**config.mk**
```make
export PLATFORM = sky130hd
export DESIGN_NAME = bus_arbiter
export DESIGN_NICKNAME = d
export VERILOG_FILES = /design/src/rtl/bus_arbiter.sv
export SDC_FILE = /design/constraint.sdc
export NUM_CORES = 1
export LEC_CHECK = 0
export ABC_AREA = 1
export CAP_MARGIN = 5
export CORE_ASPECT_RATIO = 1.5
export CORE_UTILIZATION = 25
export CTS_CLUSTER_DIAMETER = 30
export DETAILED_ROUTE_END_ITERATION = 7
export PLACE_DENSITY = 0.63
export SLEW_MARGIN = 20
export SYNTH_ARGS = -nofsm -noshare
export SYNTH_HDL_FRONTEND = slang
export SYNTH_SLANG_ARGS = --single-unit
export TNS_END_PERCENT = 5
```
**constraint.sdc**
```tcl
create_clock -name clk -period 1.41 [get_ports clk]
set_input_delay 0.282 -clock clk [delete_from_list [all_inputs] [get_ports clk]]
set_output_delay 0.282 -clock clk [all_outputs]
set_load 0.03 [all_outputs]
```
**src/rtl/bus_arbiter.sv**
```systemverilog
// Two-requester single-transfer bus arbiter: IDLE -> XFER -> RESP, with a per-owner burst limit.
// Define ARB_ROUND_ROBIN_EN for round-robin tie-breaking; otherwise requester 0 has fixed priority.
module bus_arbiter #(
    parameter int unsigned BURST_MAX = 4
) (
    input  logic        clk,
    input  logic        reset,
    input  logic        m0_req,
    input  logic        m0_we,
    input  logic        m0_wob,
    input  logic [31:0] m0_addr,
    input  logic [31:0] m0_wdata,
    output logic        m0_gnt,
    output logic        m0_done,
    output logic [31:0] m0_rdata,
    input  logic        m1_req,
    input  logic        m1_we,
    input  logic        m1_wob,
    input  logic [31:0] m1_addr,
    input  logic [31:0] m1_wdata,
    output logic        m1_gnt,
    output logic        m1_done,
    output logic [31:0] m1_rdata,
    output logic        bus_wen,
    output logic        bus_ren,
    output logic        bus_wob,
    output logic [31:0] bus_addr,
    output logic [31:0] bus_wdata,
    input  logic [31:0] bus_rdata
);
    localparam logic [3:0] BURST_LIM = 4'(BURST_MAX);

    typedef enum logic [1:0] {IDLE, XFER, RESP} state_t;

    state_t      state, state_nxt;
    logic        owner, owner_nxt;
    logic [3:0]  burst_cnt, burst_cnt_nxt;
    logic        load;
    logic        win;
    logic        base_pick;
    logic        cmd_we, cmd_wob;
    logic [31:0] cmd_addr, cmd_wdata;
    logic        xfer;

`ifdef ARB_ROUND_ROBIN_EN
    // In RESP the current owner is the one served last, so the other side has priority.
    logic prio;
    always_ff @(posedge clk or negedge reset) begin
        if (!reset)             prio <= 1'b0;
        else if (state == RESP) prio <= ~owner;
    end
    assign base_pick = (state == RESP) ? ~owner : prio;
`else
    assign base_pick = 1'b0;
`endif

    always_comb begin
        win = 1'b0;
        if (!(m0_req && m1_req))
            win = m1_req;
        else if (state == RESP && owner == base_pick && burst_cnt == BURST_LIM)
            win = ~base_pick;
        else
            win = base_pick;
    end

    always_comb begin
        state_nxt     = state;
        owner_nxt     = owner;
        burst_cnt_nxt = burst_cnt;
        load          = 1'b0;
        case (state)
            IDLE: begin
                if (m0_req || m1_req) begin
                    state_nxt     = XFER;
                    owner_nxt     = win;
                    burst_cnt_nxt = 4'd1;
                    load          = 1'b1;
                end
            end
            XFER: state_nxt = RESP;
            RESP: begin
                if (m0_req || m1_req) begin
                    state_nxt = XFER;
                    owner_nxt = win;
                    load      = 1'b1;
                    if (win != owner)
                        burst_cnt_nxt = 4'd1;
                    else if (burst_cnt != BURST_LIM)
                        burst_cnt_nxt = burst_cnt + 4'd1;
                end else begin
                    state_nxt     = IDLE;
                    burst_cnt_nxt = 4'd0;
                end
            end
            default: state_nxt = IDLE;
        endcase
    end

    always_ff @(posedge clk or negedge reset) begin
        if (!reset) begin
            state     <= IDLE;
            owner     <= 1'b0;
            burst_cnt <= 4'd0;
            cmd_we    <= 1'b0;
            cmd_wob   <= 1'b0;
            cmd_addr  <= 32'd0;
            cmd_wdata <= 32'd0;
            m0_rdata  <= 32'd0;
            m1_rdata  <= 32'd0;
        end else begin
            state     <= state_nxt;
            owner     <= owner_nxt;
            burst_cnt <= burst_cnt_nxt;
            if (load) begin
                cmd_we    <= win ? m1_we    : m0_we;
                cmd_wob   <= win ? m1_wob   : m0_wob;
                cmd_addr  <= win ? m1_addr  : m0_addr;
                cmd_wdata <= win ? m1_wdata : m0_wdata;
            end
            if (state == XFER && !cmd_we) begin
                if (owner) m1_rdata <= bus_rdata;
                else       m0_rdata <= bus_rdata;
            end
        end
    end

    assign xfer      = (state == XFER);
    assign m0_gnt    = xfer & ~owner;
    assign m1_gnt    = xfer & owner;
    assign m0_done   = (state == RESP) & ~owner;
    assign m1_done   = (state == RESP) & owner;
    assign bus_wen   = xfer & cmd_we;
    assign bus_ren   = xfer & ~cmd_we;
    assign bus_wob   = xfer & cmd_wob;
    assign bus_addr  = xfer ? cmd_addr  : 32'd0;
    assign bus_wdata = xfer ? cmd_wdata : 32'd0;

endmodule

```
# After elaboration in Yosys (flattened, before gate mapping)
# Index checks and enable logic that the tools add are counted.
[classes]
n_addsub = 1
eq_ne = 7
n_mux = 18
bitwise_logic = 9
reduce_logical = 13
[ops]
columns = ["cell", "n"]
rows = [
  ["$mux 32", 4],
  ["$mux 4", 4],
  ["$pmux 4 s2", 1],
  ["$and 1x1->1", 7],
  ["$mux 1", 7],
  ["$pmux 2 s3", 1],
  ["$reduce_and 2->1", 3],
  ["$add 4x1->4 const B", 1],
  ["$eq 4x3->1 const B", 1],
  ["$logic_and 1x1->1", 4],
  ["$ne 4x2->1 const B", 1],
  ["$ne 4x3->1 const B", 1],
  ["$reduce_and 3->1", 1],
  ["$eq 2x1->1 const B", 1],
  ["$eq 2x2->1 const B", 1],
  ["$logic_not 2->1", 1],
  ["$mux 2", 1],
  ["$ne 2x2->1 const B", 1],
  ["$not 1->1", 2],
  ["$reduce_bool 2->1", 1],
  ["$reduce_or 2->1", 1],
  ["$logic_not 1->1", 1],
  ["$logic_or 1x1->1", 1],
  ["$ne 1x1->1", 1],
]
[word_totals]
regBits = 137
input_bits = 168
output_inout_bits = 135
word_cells = 57

# Depth between registers and ports, before layout
# Gate-level depths: netlist (run 1).
[logic_depth]
word_depth = 9
mapped_depth = 12
ltp_nobuf = 12

# Worst setup path before layout (run 1)
# OpenSTA, ideal clock, no wires.
[synth_timing]
path_type = "register to output"
start = "reg state[1]"
end = "out bus_addr[30]"
t_arrival_ps = 1372
setup_slack_ps = -244
path_stages_with_launch = 6
cell_sequence = "dfrtp_1 -> nor2_4 -> inv_2 -> buf_2 -> buf_1 -> nor2_1"
[synth_via]
elab_chain_cells = 2
[synth_lines]
columns = ["element", "line", "source"]
rows = [
  ["start, declared", "35", "state_t state, state_nxt;"],
  ["start signal, assigned", "112", "state <= state_nxt;"],
  ["$eq 2x1->1", "128", "assign xfer = (state == XFER);"],
  ["$mux 32", "136", "assign bus_addr = xfer ? cmd_addr : 32'd0;"],
  ["end, declared", "27", "output logic [31:0] bus_addr,"],
]
# Every way passes these cells.

# Worst setup path in the final report (run 1)
[layout_timing]
start = "reg state[1]"
end = "out bus_wdata[20]"
[layout_via]
elab_chain_cells = 2
[layout_lines]
columns = ["element", "line", "source"]
rows = [
  ["$eq 2x1->1", "128", ""],
  ["$mux 32", "137", "assign bus_wdata = xfer ? cmd_wdata : 32'd0;"],
  ["end, declared", "28", "output logic [31:0] bus_wdata,"],
]
# Every way passes these cells.

==> run_results.csv, run 1 <==
group,metric,value,unit
route,drtAntennaViolNets,0,
global_route,grt_use_total,16.61,%
global_route,grt_pass1_vias,6647,
route,wire_per_inst,15.25,um
worst_hold_path,min-delay-path-class,"in2async",
synthesis,synth_common_cells,"dfrtp_1 (137), nor2_1 (137), inv_1 (106)",
synthesis,syn_inst,733,
power_and_ir_drop,power-per-cell-area,1646,nW/um^2
synthesis,yosys_warnings,0,
sta,worst_pin_slew,0.3248,ns
placement,pre_cts_slack,-0.3212,ns
synthesis,synthFlopType,"dfrtp_1",
floorplanning,fp-row-count,72,
synthesis,syn_avg_cell_area,9.002,um^2
synthesis,yosys-top-cells-area,"dfrtp_1 (52%), nor2_1 (7.8%), o22ai_2 (7.6%), inv_1 (6.0%), o21ai_0 (5.9%)",
synthesis,synth_edf_count,0,
cells_and_area,nNetsFinal,1240,
clock_tree,cts_tree,"yes",
synthesis,syn-num-nets,903,
global_route,grt_pass1_wl,34650,um
power_and_ir_drop,seq_power_share,30.7,%
floorplanning,ios,303,
cells_and_area,antenna_cells,0,
sta,rsz0062_at_grt,"yes",
clock_tree,clock-sinks,137,
sta,fmax,0.4994,GHz
clock_tree,clkTransAtPathRegs,0.06,ns
route,avgViaCountPerCell,4.423,
status,status,"finished, violations left",
power_and_ir_drop,p_sw,7.280,mW
route,drc,0,
power_and_ir_drop,p_comb_share,44.9,%
sta,setup_viol,206,
global_route,antenna_found_initial,0,
status,failed_checks,"negative setup slack",
power_and_ir_drop,swShare,37.92,%
sta,period_share,142.0,%
synthesis,synth_area_leader_cell,"dfrtp_1",
sta,skew,0.006781,ns
run,cap_viol_max_count,0,
sta,setup-tns-final,-58.47,ns
power_and_ir_drop,clock_power_share,24.4,%
global_route,grt_max_degree,65,
clock_tree,cts_buffers,17,
floorplanning,fp.coreArea,25850,um^2
setup_path,cp-end-kind,"primary output",
setup_path,arrival,1.72,ns
placement,hpwlAfterDp,15900,um
cells_and_area,drive_gt1_share,35.21,%
sta,slew_headroom,78.35,%
synthesis,synth_area,6599,um^2
route,drt_iter0_drc,155,
sta,min_period,2.002,ns
floorplanning,dieWidth,134.7,um
cells_and_area,fill_cells,2498,
cells_and_area,fin_cells,1415,
synthesis,yosysUniqueCellTypes,25,
sta,slew_viol_final,0,
setup_path,worstPathRequired,1.13,ns
synthesis,synth_top_area_share,51.95,%
route,dr.pass1.iters,5,
floorplanning,start_util,25.52,%
power_and_ir_drop,ir_worst_vdd,1040,uV
placement,io_buffer_count,302,
power_and_ir_drop,p_int,11.92,mW
cells_and_area,syn2layout_area_growth,76.79,%
route,wl,21570,um
sta,layout_setup_ws,-0.5924,ns
setup_path,path_class,"reg2out",
synthesis,async_flop_share,100.0,%
power_and_ir_drop,leakagePower,5.281,nW
floorplanning,fp.dieH,201.0,um
setup_path,critPathMaxFanout,6,
synthesis,synth_seq_cells,137,
clock_tree,insertion_delay,0.42,ns
route,vias,6259,
synthesis,synth.yosys.seq_area_share,51.95,%
sta,hold_viol,0,
setup_path,cp-start-kind,"flip-flop",
clock_tree,cts.path.max_buffers,2,
floorplanning,dieArea,27060,um^2
global_route,overflow,0,
clock_tree,cts_htree_levels,4,
placement,gp_congestion,0.8125,
clock_tree,cts-root-buf,"clkbuf_16",
placement,dp.cells,1375,
what timing repair did:
item / in CTS / in global routing
pin swaps: 3 / 3
hold buffers: 1 / 0
resized for setup: 245 / 34
buffers inserted: 6 / 1
setup endpoints to repair: 258 / 233
gates cloned: 1 / 0
endpoints found under the hold margin: 21 / 0
cell type report:
type,count,area (um^2),area share [%]
inverters,110,422.9,3.625
clock inverters,12,176.4,1.512
multi-input cells,439,2799,23.99
clock buffers,19,432.9,3.711
flip-flops and latches,137,3428,29.39
well taps,333,416.7,3.571
repair buffers,365,3990,34.20
critical path, cell delays in order (launching register included):
cell	delay (ns)
dfrtp_1	0.41
nor2_4	0.15
clkinv_4	0.08
buf_12	0.15
buf_12	0.14
buf_12	0.14
nor2_4	0.09
buf_6	0.13
layout by cell type, fill, tap and decap left out, drive strengths merged:
master | netlist | final
nand4 | 2 | 2
nand2 | 85 | 85
buf | 31 | 147
o22ai | 66 | 66
clkinv | 0 | 7
bufinv | 0 | 4
clkinvlp | 0 | 2
dlygate4sd3 | 0 | 1
nor2 | 142 | 142
xnor2 | 2 | 2
clkbuf | 16 | 19
ha | 2 | 2
inv | 110 | 109
clkdlybuf4s50 | 0 | 166
dfrtp | 137 | 137
nand3 | 5 | 5
clkdlybuf4s15 | 0 | 51
nor3 | 1 | 1
o21ai | 134 | 134
path summary, 6_finish.rpt:
| check | from | end | slack, ns | cells past startpoint |
|---|---|---|---|---|
| worst max-delay path | state[1] | bus_wdata[20] | -0.59 | 7 |
| worst min-delay path | reset | m1_rdata[23] | 0.33 | 2 |
| max in group asynchronous | reset | m1_rdata[11] | 0.57 | 3 |
| worst max register to register | state[1] | m1_rdata[21] | -0.27 | 9 |
| min in group clk | bus_rdata[10] | m0_rdata[10] | 0.44 | 3 |
| worst min register to register | m1_rdata[18] | m1_rdata[18] | 0.48 | 2 |
kinds of logic (layout without fill, tap and decap cells):
group | after synthesis | after routing | share of synthesized area (%)
AOI/OAI and AO/OA | 200 | 200 | 22.49
and+or+nand+nor | 235 | 235 | 14.28
adders and majority gates | 2 | 2 | 0.3792
DFF | 137 | 137 | 51.95
xor gates and xnor gates | 2 | 2 | 0.2655
buffers and inverters | 157 | 506 | 10.64
power groups by stage:
stage	sequential [mW]	combinational [mW]	clock [mW]
4_1_cts	5.90	8.66	4.84
2_1_floorplan	7.62	2.62	0
3_3_place_gp	5.91	8.42	0
3_5_place_dp	5.96	8.49	0
5_1_grt	6.06	9.25	5.01
6_report	5.89	8.62	4.69
metrics by stage:
stage / power, mW / utilization [%] / area [um^2] / hold slack, ns
after global placement: 14.33 / 40.52 / 10480 / 0.1940
after global routing: 20.32 / 45.12 / 11670 / 0.3247
final: 19.20 / 45.12 / 11670 / 0.3299
after detailed placement: 14.46 / 40.52 / 10480 / 0.1884
after floorplan: 10.24 / - / 6731 / -0.01359
after CTS: 19.41 / 44.81 / 11590 / 0.2984
registers in the layout (all words and copies together), names as in the netlist, 2 cells and up:
register,cells
m1_rdata,32
m0_rdata,32
burst_cnt,4
cmd_addr,32
cmd_wdata,32
state,2
per-layer routing:
layer / track usage (%) / wire length, um / up-vias
li1: - / - / 3025
met5: 0 / 0 / -
met4: 6.019 / 415 / 0
met1: 17.54 / 8236 / 2980
met3: 4.343 / 1421 / 23
met2: 30.98 / 11500 / 231
(Power assumes the default switching activity.)
==> run 2: changes to the inputs <==
--- a/config.mk
+++ b/config.mk
@@ -8,6 +8,7 @@
 export ABC_AREA = 1
 export CAP_MARGIN = 5
 export CORE_ASPECT_RATIO = 1.5
+export CORE_MARGIN = 1
 export CORE_UTILIZATION = 25
 export CTS_CLUSTER_DIAMETER = 30
 export DETAILED_ROUTE_END_ITERATION = 7
==> results of run 2 <==
No change in the layout: final DEF, timing and power equal those of run 1.
==> run 3: changes to the inputs <==
--- a/config.mk
+++ b/config.mk
@@ -8,11 +8,12 @@
 export ABC_AREA = 1
 export CAP_MARGIN = 5
 export CORE_ASPECT_RATIO = 1.5
-export CORE_MARGIN = 1
+export CORE_MARGIN = 2
 export CORE_UTILIZATION = 25
 export CTS_CLUSTER_DIAMETER = 30
 export DETAILED_ROUTE_END_ITERATION = 7
 export PLACE_DENSITY = 0.63
+export REMOVE_ABC_BUFFERS = 1
 export SLEW_MARGIN = 20
 export SYNTH_ARGS = -nofsm -noshare
 export SYNTH_HDL_FRONTEND = slang
==> run 3 against run 2 <==
Against the previous run:
- the flow still finishes with violations (negative setup slack)
- via count decreased by 0.78%
- wire length increased by 0.57%
- largest power group unchanged
- critical path type unchanged
- clock skew increased by 0.0025 ns
- cell count about the same
==> run_results.csv, run 3 (same netlist as run 1, synthesis figures left out) <==
group,metric,value,unit
global_route,grt_max_degree,65,
setup_path,arrival,1.58,ns
route,drtAntennaViolNets,0,
power_and_ir_drop,ir_worst_vdd,887.3,uV
clock_tree,cts_tree,"yes",
floorplanning,dieWidth,136.7,um
setup_path,worstPathRequired,1.13,ns
sta,skew,0.009267,ns
setup_path,path_class,"reg2out",
sta,min_period,1.863,ns
clock_tree,cts.path.max_buffers,2,
route,vias,6210,
global_route,grt_use_total,15.57,%
global_route,grt_pass1_vias,6350,
setup_path,critPathMaxFanout,25,
sta,slew_viol_final,0,
cells_and_area,final_cell_mix,"clkdlybuf4s50_1 (166), dfrtp_1 (137), inv_1 (105), nand2_1 (76), buf_4 (70)",
floorplanning,fp-row-count,72,
sta,setup_viol,205,
route,wire_per_inst,15.34,um
cells_and_area,drive_gt1_share,36.45,%
clock_tree,clock-sinks,137,
cells_and_area,fin_cells,1414,
placement,pre_cts_slack,-0.3670,ns
floorplanning,start_util,25.52,%
route,wl,21700,um
status,failed_checks,"negative setup slack",
floorplanning,fp.dieH,203.0,um
run,cap_viol_max_count,0,
sta,slew_headroom,79.70,%
sta,period_share,132.1,%
status,status,"finished, violations left",
cells_and_area,syn2layout_area_growth,74.44,%
floorplanning,ios,303,
clock_tree,cts-root-buf,"clkbuf_16",
route,drc,0,
clock_tree,cts_htree_levels,4,
floorplanning,fp.coreArea,25850,um^2
global_route,antenna_found_initial,0,
power_and_ir_drop,power-per-cell-area,1658,nW/um^2
sta,hold_viol,0,
route,drt_iter0_drc,255,
sta,rsz0062_at_grt,"yes",
global_route,grt_pass1_wl,33020,um
sta,hold_slack,0.3006,ns
placement,io_buffer_count,302,
cells_and_area,nNetsFinal,1238,
sta,fmax,0.5367,GHz
route,avgViaCountPerCell,4.392,
cells_and_area,layout_commonest_cell,"clkdlybuf4s50_1",
global_route,overflow,0,
cells_and_area,utilization,44.52,%
worst_hold_path,min-delay-path-class,"in2async",
floorplanning,dieArea,27740,um^2
placement,hpwlAfterDp,15690,um
clock_tree,insertion_delay,0.42,ns
cells_and_area,fill_cells,2531,
route,dr.pass1.iters,4,
power_and_ir_drop,leakagePower,5.232,nW
placement,dp.cells,1375,
clock_tree,clkTransAtPathRegs,0.06,ns
clock_tree,cts_buffers,17,
setup_path,cp-start-kind,"flip-flop",
sta,setup-tns-final,-43.84,ns
sta,layout_setup_ws,-0.4532,ns
cells_and_area,antenna_cells,0,
setup_path,cp-end-kind,"primary output",
placement,gp_congestion,0.7814,
sta,worst_pin_slew,0.3046,ns
run 3: cell count changes in the layout (fill, tap and decap cells not counted), sizes merged:
cell           previous run  this run
inv                     109       111
clkdlybuf4s15            51        58
clkinvlp                  2         1
buf                     147       138
clkbuf                   19        22
clkinv                    7         3
bufinv                    4         5
run 3: final cells by class:
| cell class | instances | area (um^2) | area share [%] |
|---|---|---|---|
| Timing Repair Buffer | 363 | 3832 | 33.29 |
| Sequential cell | 137 | 3428 | 29.78 |
| Multi-Input combinational cell | 439 | 2745 | 23.85 |
| Clock buffer | 22 | 474.2 | 4.120 |
| Inverter | 110 | 425.4 | 3.696 |
| Tap cell | 333 | 416.7 | 3.620 |
| Clock inverter | 10 | 188.9 | 1.641 |
run 3: critical path, cell delays in order, from the launching register on:
cell and delay (ns):
dfrtp_1 0.40, nor2_4 0.16, inv_6 0.09, buf_12 0.17
nor2_1 0.12, buf_4 0.17
run 3: timing repair:
| action | 4_1_cts | 5_1_grt |
|---|---|---|
| setup buffers | 3 | 1 |
| hold buffers | 1 | 0 |
| gates resized for setup | 266 | 64 |
| setup endpoints to repair | 263 | 246 |
| pin swaps | 5 | 3 |
| gates cloned | 2 | 0 |
| endpoints found under the hold margin | 23 | 0 |
run 3: where the power goes:
part           internal (mW)  leakage [nW]  switching [mW]
clock                   3.29         0.321            1.75
sequential              5.21          1.68           0.636
combinational           3.45          3.23            4.75
run 3: worst paths after layout:
| kind | from | endpoint | slack [ns] | cells past startpoint |
|---|---|---|---|---|
| setup / recovery | state[1] | bus_wdata[16] | -0.45 | 5 |
| hold / removal | reset | m0_rdata[13] | 0.30 | 2 |
| setup reg to reg | state[0] | cmd_wdata[1] | -0.25 | 11 |
| hold reg to reg | m1_rdata[27] | m1_rdata[27] | 0.48 | 2 |
| max in group asynchronous | reset | cmd_addr[4] | 0.56 | 3 |
| min in group clk | bus_rdata[2] | m0_rdata[2] | 0.42 | 3 |
run 3: routing by layer:
metal	share of wire, %	global-route usage, %
met1	37	16.32
met5	0	0
met4	2.4	5.878
met2	54	29.05
met3	6.7	4.120
run 3: per-stage QoR:
stage | instance area (um^2) | power [mW]
after global routing | 11510 | 20.17
after global placement | 10230 | 13.89
after floorplan | 6312 | 10.06
final | 11510 | 19.09
after detailed placement | 10230 | 14.01
after CTS | 11320 | 19.20
